===== src/rtl/pulse_timer_bank.sv =====
// ============================================================================
// Module   : pulse_timer_bank
// Brief    : NCH independent programmable pulse timers with per-channel
//            periodic/one-shot mode, a one-cycle Pulse and a square-wave Level.
// Revision : 1.0
// ============================================================================
`default_nettype none

module pulse_timer_bank #(
  parameter int NCH   = 4,
  parameter int WIDTH = 28,
  parameter int CW    = 2
) (
  input  logic             Clk,
  input  logic             Reset_n,
  input  logic             Wr_En,
  input  logic [CW-1:0]    Wr_Chan,
  input  logic [WIDTH-1:0] Wr_Period,
  input  logic             Wr_Mode,
  input  logic [NCH-1:0]   Start,
  input  logic [NCH-1:0]   Stop,
  output logic [NCH-1:0]   Pulse,
  output logic [NCH-1:0]   Level,
  output logic [NCH-1:0]   Active
);

  for (genvar gi = 0; gi < NCH; gi++) begin : g_ch
    logic [WIDTH-1:0] period_q, period_d;
    logic [WIDTH-1:0] count_q, count_d;
    logic             mode_q, mode_d;
    logic             active_q, active_d;
    logic             pulse_q, pulse_d;
    logic             level_q, level_d;
    logic             wr_hit;

    // Out-of-range channel numbers never match any gi, so those writes are dropped.
    assign wr_hit = Wr_En && (Wr_Chan == CW'(gi));

    always_comb begin
      period_d = period_q;
      mode_d   = mode_q;
      count_d  = count_q;
      active_d = active_q;
      pulse_d  = 1'b0;
      level_d  = level_q;

      if (wr_hit) begin
        period_d = Wr_Period;
        mode_d   = Wr_Mode;
        count_d  = '0;
        if (Wr_Period == '0) begin
          active_d = 1'b0;
        end
      end

      // Start checks the post-write period so write+start begins with the new value.
      if (Stop[gi]) begin
        active_d = 1'b0;
        count_d  = '0;
      end else if (Start[gi]) begin
        if (period_d != '0) begin
          active_d = 1'b1;
          count_d  = '0;
        end
      end else if (!wr_hit && active_q) begin
        if (count_q == period_q - WIDTH'(1)) begin
          count_d = '0;
          pulse_d = 1'b1;
          level_d = ~level_q;
          if (mode_q) begin
            active_d = 1'b0;
          end
        end else begin
          count_d = count_q + WIDTH'(1);
        end
      end
    end

    always_ff @(posedge Clk) begin
      if (!Reset_n) begin
        period_q <= '0;
        mode_q   <= 1'b0;
        count_q  <= '0;
        active_q <= 1'b0;
        pulse_q  <= 1'b0;
        level_q  <= 1'b0;
      end else begin
        period_q <= period_d;
        mode_q   <= mode_d;
        count_q  <= count_d;
        active_q <= active_d;
        pulse_q  <= pulse_d;
        level_q  <= level_d;
      end
    end

    assign Pulse[gi]  = pulse_q;
    assign Level[gi]  = level_q;
    assign Active[gi] = active_q;
  end

endmodule

`default_nettype wire


===== config.mk =====
export PLATFORM = sky130hd
export DESIGN_NAME = pulse_timer_bank
export DESIGN_NICKNAME = d
export VERILOG_FILES = /design/src/rtl/pulse_timer_bank.sv
export SDC_FILE = /design/constraint.sdc
export NUM_CORES = 1
export LEC_CHECK = 0
export BUFFER_PORTS_ARGS = -buffer_cell sky130_fd_sc_hd__buf_2
export CAP_MARGIN = 10
export CORE_ASPECT_RATIO = 2
export CORE_MARGIN = 3
export CORE_UTILIZATION = 40
export DETAILED_ROUTE_END_ITERATION = 8
export PLACE_DENSITY = 0.58
export SLEW_MARGIN = 20
export SYNTH_ARGS = -nofsm -noshare
export SYNTH_HDL_FRONTEND = slang
export SYNTH_SLANG_ARGS = --single-unit

===== constraint.sdc =====
create_clock -name Clk -period 4.5 [get_ports Clk]
set_clock_uncertainty 0.15 [all_clocks]
set_input_delay 0.9 -clock Clk [delete_from_list [all_inputs] [get_ports Clk]]
set_output_delay 0.9 -clock Clk [all_outputs]
set_load 0.02 [all_outputs]

Yosys cells after proc, flatten, opt, wreduce, memory -nomap -nowiden
Index checks and enable logic that the tools add are counted.

cells by class
  add/subtract/negate cells = 8
  equality and inequality tests = 7
  muxes and demuxes = 56
  bitwise logic cells = 17
  reduce and logical (&&, ||, !) cells = 30

operator list
  operator                 count
  $mux W28                 24
  $add A28 B1 Y28 const B  4
  $eq A28 B28 Y1           4
  $reduce_bool A28 Y1      4
  $sub A28 B1 Y28 const B  4
  $mux W1                  32
  $logic_not A28 Y1        1
  $not A1 Y1               17
  $reduce_and A4 Y1        4
  $reduce_or A4 Y1         4
  $logic_and A1 B1 Y1      8
  $reduce_or A2 Y1         4
  $eq A2 B2 Y1 const B     2
  $logic_not A1 Y1         4
  $eq A2 B1 Y1 const B     1
  $logic_not A2 Y1         1

storage, ports and cells
  register bits after elaboration = 240
  word-level logic and storage cells = 142

Depth between registers and ports, before layout
Gate-level depths: netlist of run 1.

  depth after elaboration = 7
  gate-level depth with buffers = 14

Worst setup path before layout of run 1
OpenSTA, ideal clock, no wires.

  kind = register to register
  start = reg g_ch[0].period_q[0]
  end = reg g_ch[0].count_q[23]
  setup time = 0.133 ns
  arrival time = 3.403 ns
  required time = 4.217 ns
  path slack = 0.814 ns
  cell stages (with the launch flop) = 14
  path buffers = 3
  cell sequence = dfxtp_1 > inv_1 > ha_1 > or4b_1 > buf_2 > or4_1 > or3_1 > o31ai_1 > o21ai_1 > or4_4 > buf_6 > clkbuf_1 > nand3b_1 > a31oi_1

on the way
  cells in the longest elaborated chain, start to end = 5
  elaborated cells on any way between the ends = 8
  those cells by class = add/sub (1); eq/ne (1); mux (5); reduce/logical (1)

ends and longest elaborated chain
  what                    line  text
  from (decl)             28    logic [WIDTH-1:0] period_q, period_d;
  from (signal assigned)  88    period_q <= period_d;
  $sub A28 B1 Y28         66    if (count_q == period_q - WIDTH'(1)) begin
  $eq A28 B28 Y1          66
  $mux W28                66
  $mux W28                65    end else if (!wr_hit && active_q) begin
  $mux W28 *              60    end else if (Start[gi]) begin
  to (signal assigned)    90    count_q <= count_d;
  to (decl)               29    logic [WIDTH-1:0] count_q, count_d;

Every way passes the cells marked *; elsewhere a longest branch is shown, timed or not.
A chain may end at the register's enable or synchronous reset.

Worst setup path in the final report of run 1
  start = reg g_ch[0].period_q[8]
  end = reg g_ch[0].active_q

on the way
  cells in the longest elaborated chain, start to end = 5
  elaborated cells on any way between the ends = 8
  those cells by class = add/sub (1); eq/ne (1); mux (5); reduce/logical (1)

ends and longest elaborated chain
  what                  line  text
  $sub A28 B1 Y28       66
  $eq A28 B28 Y1        66
  $mux W1               66
  $mux W1               65
  $mux W1 *             60
  to (signal assigned)  91    active_q <= active_d;
  to (decl)             31    logic active_q, active_d;

Marked as above.

==> flow_metrics.env, run 1 <==
export IMPL_placeableCoreArea_um2=37500
export IMPL_combPwrFrac_pct=15.8
export IMPL_drc=0
export IMPL_port_buffer_count=53
export IMPL_die_area_um2=40800
export IMPL_crit_arrival_ns=4.37
export IMPL_worstReg2RegStart="g_ch[0].period_q[8]"
export IMPL_cts_max_level=1
export IMPL_timing_final_max_slew_violations=0
export IMPL_tritoncts_clock_tree="done"
export IMPL_synth_fp_nets=2129
export IMPL_synthesis_area_per_instance_um2=7.36
export IMPL_clkTransAtPathRegs_ns=0.07
export IMPL_busiest_layer="met2"
export IMPL_wl_um=47600
export IMPL_ys_flop_type="dfxtp_1"
export IMPL_drt_iter0_drc=1050
export IMPL_swShare_pct=28.7
export IMPL_setup_viol_count_final=0
export IMPL_cts_sinks=240
export IMPL_synth_simple_area_share_pct=35.0
export IMPL_global_route_usage_total_pct=22.8
export IMPL_switchingPower_uw=1500
export IMPL_number_of_antenna_violations_at_the_first_check_in_global_routing=3
export IMPL_synth_compound_area_share_pct=18.6
export IMPL_mappedNetlistArea_um2=15300
export IMPL_cts_hold_buf=0
export IMPL_grt_pass1_vias=14100
export IMPL_min_period_ns=4.11
export IMPL_pin_count_of_the_biggest_net_entering_global_routing=78
export IMPL_critical_path_required_ns=4.75
export IMPL_internal_power_consumption_uw=3720
export IMPL_grt_first_pass_wirelength_um=75400
export IMPL_worst_hold_startpoint="g_ch[0].mode_q"
export IMPL_power_density_cell_area_nw_per_um2=314
export IMPL_gr_usage_met1_pct=25.5
export IMPL_run_status="finished, final reports clean"
export IMPL_ys_warnings_count=0
export IMPL_hold_path_class="reg2reg"
export IMPL_end_kind="flop"
export IMPL_ys_async_sr_fraction_pct=0
export IMPL_post_synthesis_cell_type_with_the_largest_combined_area="dfxtp_1"
export IMPL_vias=15000
export IMPL_synth_top_area_share_pct=31.4
export IMPL_setup_worst_path_start="g_ch[0].period_q[8]"
export IMPL_cts_root_buf="clkbuf_16"
export IMPL_detailedPlacementHpwl_um=35500
export IMPL_fp_row_count=100
export IMPL_finalHoldViolCount=0
export IMPL_initial_core_util_pct=40.8
export IMPL_final_net_count=2087
export IMPL_number_of_enable_flip_flop_cells_after_synthesis=0
export IMPL_floorplan_die_width_um=144
export IMPL_clock_latency_late_sink_ns=0.55
export IMPL_io_pins=54
export IMPL_maximum_clock_frequency_mhz=243
export IMPL_startpoint_class_of_the_critical_path="flop"
export IMPL_area_growth_pct=8.61
export IMPL_seq_power_share_pct=42.7
export IMPL_largest_family_of_logic_cells_by_synthesized_area="simple AND/OR/NAND/NOR gates"
export IMPL_hold_ws_ns=0.293
export IMPL_yosys_top_cells_area="dfxtp_1, nand2_1, a21boi_0, xor2_1, nand3_1"
export IMPL_post_route_period_util_pct=91.4
export IMPL_cp_max_fo=38
export IMPL_synth_adder_area_share_pct=0.654
export IMPL_drive_gt1_share_pct=7.79
export IMPL_ant_nets=0
export IMPL_yosys_cell_types_count=80
export IMPL_drt_pass1_iterations=6
export IMPL_crit_type="reg2reg"
export IMPL_yosys_register_bits=240
export IMPL_numCtsBuffers=25
export IMPL_globalRouteMet3Util_pct=2.79
export IMPL_fin_setup_tns_ns=0
export IMPL_post_drt_wl_per_cell_um=18.9
export IMPL_globalRouteMet2Util_pct=41.3
export IMPL_place_congestion=0.924
export IMPL_relative_slew_slack_pct=36.6
export IMPL_max_cap_violations=0
export IMPL_syn_inst=2079
export IMPL_irDropWorstVdd_v=0.000219
export IMPL_p_clk_share_pct=41.5
export IMPL_overflow=0
export IMPL_static_power_due_to_leakage_uw=0.00580
export IMPL_die_boundary_height_um=283
export IMPL_synth_yosys_seq_area_share_pct=31.4
export IMPL_synth_xor_xnor_area_share_pct=8.44
export IMPL_buffer_count_from_post_cts_setup_fixing=0
export IMPL_tightest_slew_ns=0.949
export IMPL_cts_path_max_buffers=3
export IMPL_grt_setup_unrepaired="no"
export IMPL_cts_resized=0
export IMPL_yosys_mux_area_fraction_pct=0.793
export IMPL_drt_vias_per_instance=5.97
-- Yosys cell counts (7+ instances only) --
master,instances
a211o_1,8
a211oi_1,7
a21boi_0,121
a21o_1,7
a21oi_1,60
a31oi_1,69
and2_1,17
and3_1,31
and4_1,16
buf_4,14
clkbuf_1,133
dfxtp_1,240
ha_1,8
inv_1,29
mux2i_1,11
nand2_1,392
nand2b_1,21
nand3_1,131
nand3b_1,17
nand4_1,52
nand4b_1,11
nor2_1,140
nor2b_1,20
nor3_1,72
nor3b_1,7
nor4_1,54
nor4b_1,12
o21ai_0,53
o311ai_0,7
o31ai_1,10
or3_1,21
or4_1,25
or4b_2,7
xnor2_1,69
xor2_1,76
-- flip-flops by register name (all words and copies together) (netlist names) --
register / cells
g_ch.active_q: 4
g_ch.count_q: 112
g_ch.level_q: 4
g_ch.mode_q: 4
g_ch.period_q: 112
g_ch.pulse_q: 4
-- power by group through the flow --
| stage | combinational [uW] | clock (uW) | sequential [uW] |
|---|---|---|---|
| CTS | 819 | 2220 | 2220 |
| global route | 896 | 2290 | 2230 |
| finish | 826 | 2160 | 2220 |
| detailed placement | 816 | 0 | 2270 |
| global placement | 806 | 0 | 2270 |
| floorplan | 586 | 0 | 2240 |
-- cells by family after synthesis --
kind of cell,count (synthesis)
compound gates,416
xor+xnor,146
fa+ha+maj,8
buf+inv,189
flops,240
mux,12
simple gates,1068
-- path summary, 6_finish.rpt --
path / endpoint / slack (ns) / cells after the start
max: g_ch[0].active_q / 0.39 / 7
min: g_ch[0].active_q / 0.29 / 1
max reg2reg: g_ch[0].active_q / 0.39 / 7
min reg2reg: g_ch[0].active_q / 0.29 / 1
-- worst max-delay path: stages, from the launching register on --
cell and delay, ns:
dfxtp_1 0.38, or4_1 0.76, or4_1 0.72, or3_1 0.44, a211o_1 0.30, or4_4 0.74, nor2_2 0.35, a31oi_1 0.13
-- routing by layer --
| layer | part of all wire, % | wire length, um | vias up |
|---|---|---|---|
| li1 | - | - | 7372 |
| met1 | 39 | 18700 | 7097 |
| met2 | 51 | 24100 | 406 |
| met3 | 3.9 | 1840 | 145 |
| met4 | 6.3 | 3000 | 0 |
| met5 | 0 | 0 | - |
-- layout by cell type, fill, tap and decap left out, drive strengths merged, types with 12 or more instances in the layout --
cell	synthesis	routed
and2	18	18
nor4b	12	12
buf	26	91
a21oi	60	60
nand3b	17	17
or4	26	26
nor4	58	58
nand2	392	392
and3	31	31
nand3	131	131
nand4	52	52
and4	16	16
nor2b	20	20
inv	29	30
a31oi	69	69
dfxtp	240	240
xnor2	69	69
a21boi	121	121
xor2	76	76
nor3	73	73
or3	21	21
nor2	141	141
o21ai	55	55
nand2b	21	21
clkbuf	134	35
-- final cells by class --
class                      count  area, um^2
clock inverter                 9         109
multi-input combinational   1650        9750
fill                        3829       20900
timing repair buffer          91         551
clock buffer                  35         723
tap                          459         574
sequential                   240        4800
inverter                      29         109
antenna                        4        10.0
-- through the flow --
stage          cell area (um^2)  utilization (%)  instances  total power [uW]  worst slack, ns
2_1_floorplan             15300                -       2079              2820            0.814
4_1_cts                   16600             44.3       2513              5260            0.404
5_1_grt                   16600             44.3       2514              5420            0.202
3_5_place_dp              15800             42.0       2469              3090            0.394
6_report                  16600             44.3       2517              5210            0.387
3_3_place_gp              15800             42.0       2469              3080            0.488
(Power assumes the default switching activity.)
==> inputs of run 2 (changes only) <==
--- a/config.mk
+++ b/config.mk
@@ -6,11 +6,13 @@
 export NUM_CORES = 1
 export LEC_CHECK = 0
 export BUFFER_PORTS_ARGS = -buffer_cell sky130_fd_sc_hd__buf_2
-export CAP_MARGIN = 10
+export CAP_MARGIN = 15
 export CORE_ASPECT_RATIO = 2
 export CORE_MARGIN = 3
 export CORE_UTILIZATION = 40
+export CTS_BUF_LIST = sky130_fd_sc_hd__clkbuf_16
 export DETAILED_ROUTE_END_ITERATION = 8
+export HOLD_SLACK_MARGIN = 0.03
 export PLACE_DENSITY = 0.58
 export SLEW_MARGIN = 20
 export SYNTH_ARGS = -nofsm -noshare
==> run 2 against run 1 <==
Critical path depth unchanged. Clock-buffer cell count fell by 10. Final area decreased by 0.35%. Global-route usage about the same. First-iteration DRC count increased by 4.2%. Largest power group unchanged.
==> flow_metrics.env, run 2 (synthesized netlist as in run 1, its figures left out) <==
export IMPL_finalHoldViolCount=0
export IMPL_tritoncts_clock_tree="done"
export IMPL_post_drt_wl_per_cell_um=18.9
export IMPL_global_route_usage_total_pct=22.8
export IMPL_drt_vias_per_instance=5.94
export IMPL_tightest_slew_ns=0.966
export IMPL_clkTransAtPathRegs_ns=0.06
export IMPL_die_boundary_height_um=283
export IMPL_port_buffer_count=53
export IMPL_clock_latency_late_sink_ns=0.55
export IMPL_cts_max_level=1
export IMPL_hold_path_class="reg2reg"
export IMPL_cts_root_buf="clkbuf_16"
export IMPL_timing_final_max_slew_violations=0
export IMPL_detailedPlacementHpwl_um=35500
export IMPL_vias=15000
export IMPL_end_kind="flop"
export IMPL_number_of_antenna_violations_at_the_first_check_in_global_routing=3
export IMPL_post_place_cells=2469
export IMPL_floorplan_die_width_um=144
export IMPL_cp_max_fo=38
export IMPL_multi_input_area_um2=9750
export IMPL_fin_setup_tns_ns=0
export IMPL_io_pins=54
export IMPL_run_status="finished, final reports clean"
export IMPL_relative_slew_slack_pct=35.4
export IMPL_max_cap_violations=0
export IMPL_static_power_due_to_leakage_uw=0.00579
export IMPL_layout_core_utilization_pct=44.2
export IMPL_overflow=0
export IMPL_setup_viol_count_final=0
export IMPL_hold_ws_ns=0.293
export IMPL_post_route_period_util_pct=91.6
export IMPL_power_density_cell_area_nw_per_um2=308
export IMPL_grt_first_pass_wirelength_um=75400
export IMPL_area_growth_pct=8.24
export IMPL_total_of_fill_cells_in_the_finished_design=3838
export IMPL_regs_by_ff_count="g_ch.count_q (112), g_ch.period_q (112)"
export IMPL_drt_pass1_iterations=6
export IMPL_grt_setup_unrepaired="no"
export IMPL_mostFrequentLayoutCell="nand2_1"
export IMPL_place_congestion=0.924
export IMPL_crit_arrival_ns=4.38
export IMPL_drt_iter0_drc=1094
export IMPL_cts_path_max_buffers=3
export IMPL_final_seq_area_um2=4800
export IMPL_wl_um=47600
export IMPL_startpoint_class_of_the_critical_path="flop"
export IMPL_min_period_ns=4.12
export IMPL_buffer_count_from_post_cts_setup_fixing=0
export IMPL_cts_resized=0
export IMPL_drive_gt1_share_pct=7.50
export IMPL_cts_sinks=240
export IMPL_critical_path_required_ns=4.76
export IMPL_cts_hold_buf=0
export IMPL_drc=0
export IMPL_ant_nets=0
export IMPL_finalNonFillerCells=2518
export IMPL_grt_pass1_vias=14100
export IMPL_final_net_count=2087
export IMPL_placeableCoreArea_um2=37500
export IMPL_fp_row_count=100
export IMPL_numCtsBuffers=25
export IMPL_pin_count_of_the_biggest_net_entering_global_routing=78
export IMPL_crit_type="reg2reg"
export IMPL_maximum_clock_frequency_mhz=243
export IMPL_irDropWorstVdd_v=0.000218
export IMPL_die_area_um2=40800
export IMPL_final_cell_mix="nand2_1, dfxtp_1, nor2_1, nand3_1, a21boi_0"
export IMPL_initial_core_util_pct=40.8
==> run 2: report_power, final <==
group | internal, uW | switching [uW] | total (uW)
Clock | 1130 | 928 | 2050
Sequential | 2160 | 63.7 | 2220
Combinational | 321 | 506 | 827
==> run 2: worst paths after layout <==
kind | start | endpoint | slack [ns] | depth (start not counted)
setup reg to reg | g_ch[0].period_q[8] | g_ch[0].active_q | 0.38 | 7
hold reg to reg | g_ch[0].mode_q | g_ch[0].active_q | 0.29 | 1
hold / removal | g_ch[0].mode_q | g_ch[0].active_q | 0.29 | 1
setup / recovery | g_ch[0].period_q[8] | g_ch[0].active_q | 0.38 | 7
==> run 2: critical path, stage by stage (launching register included) <==
cell	delay, ns
dfxtp_1	0.38
or4_1	0.76
or4_1	0.72
or3_1	0.45
a211o_1	0.30
or4_4	0.74
nor2_2	0.35
a31oi_1	0.13
==> run 2: cell type report <==
| cell class | instances | share of cell area, % |
|---|---|---|
| antenna | 5 | 0.0755 |
| clock buffer | 25 | 3.78 |
| clock inverter | 19 | 0.883 |
| inverter | 29 | 0.657 |
| multi-input combinational | 1650 | 58.8 |
| sequential | 240 | 29.0 |
| tap | 459 | 3.47 |
| timing repair buffer | 91 | 3.32 |
==> run 2: per-stage QoR <==
step	setup slack (ns)	area [um^2]	total power (uW)
3_3_place_gp	0.488	15800	3080
2_1_floorplan	0.814	15300	2820
4_1_cts	0.405	16600	5150
6_report	0.378	16600	5110
3_5_place_dp	0.394	15800	3090
5_1_grt	0.201	16600	5300
==> run 2: metal layers <==
layer / track usage [%] / wire length (um) / vias up
li1: - / - / 7368
met1: 25.5 / 18600 / 7101
met2: 41.3 / 24300 / 351
met3: 2.66 / 1790 / 138
met4: 12.4 / 2860 / 0
met5: 0 / 0 / -
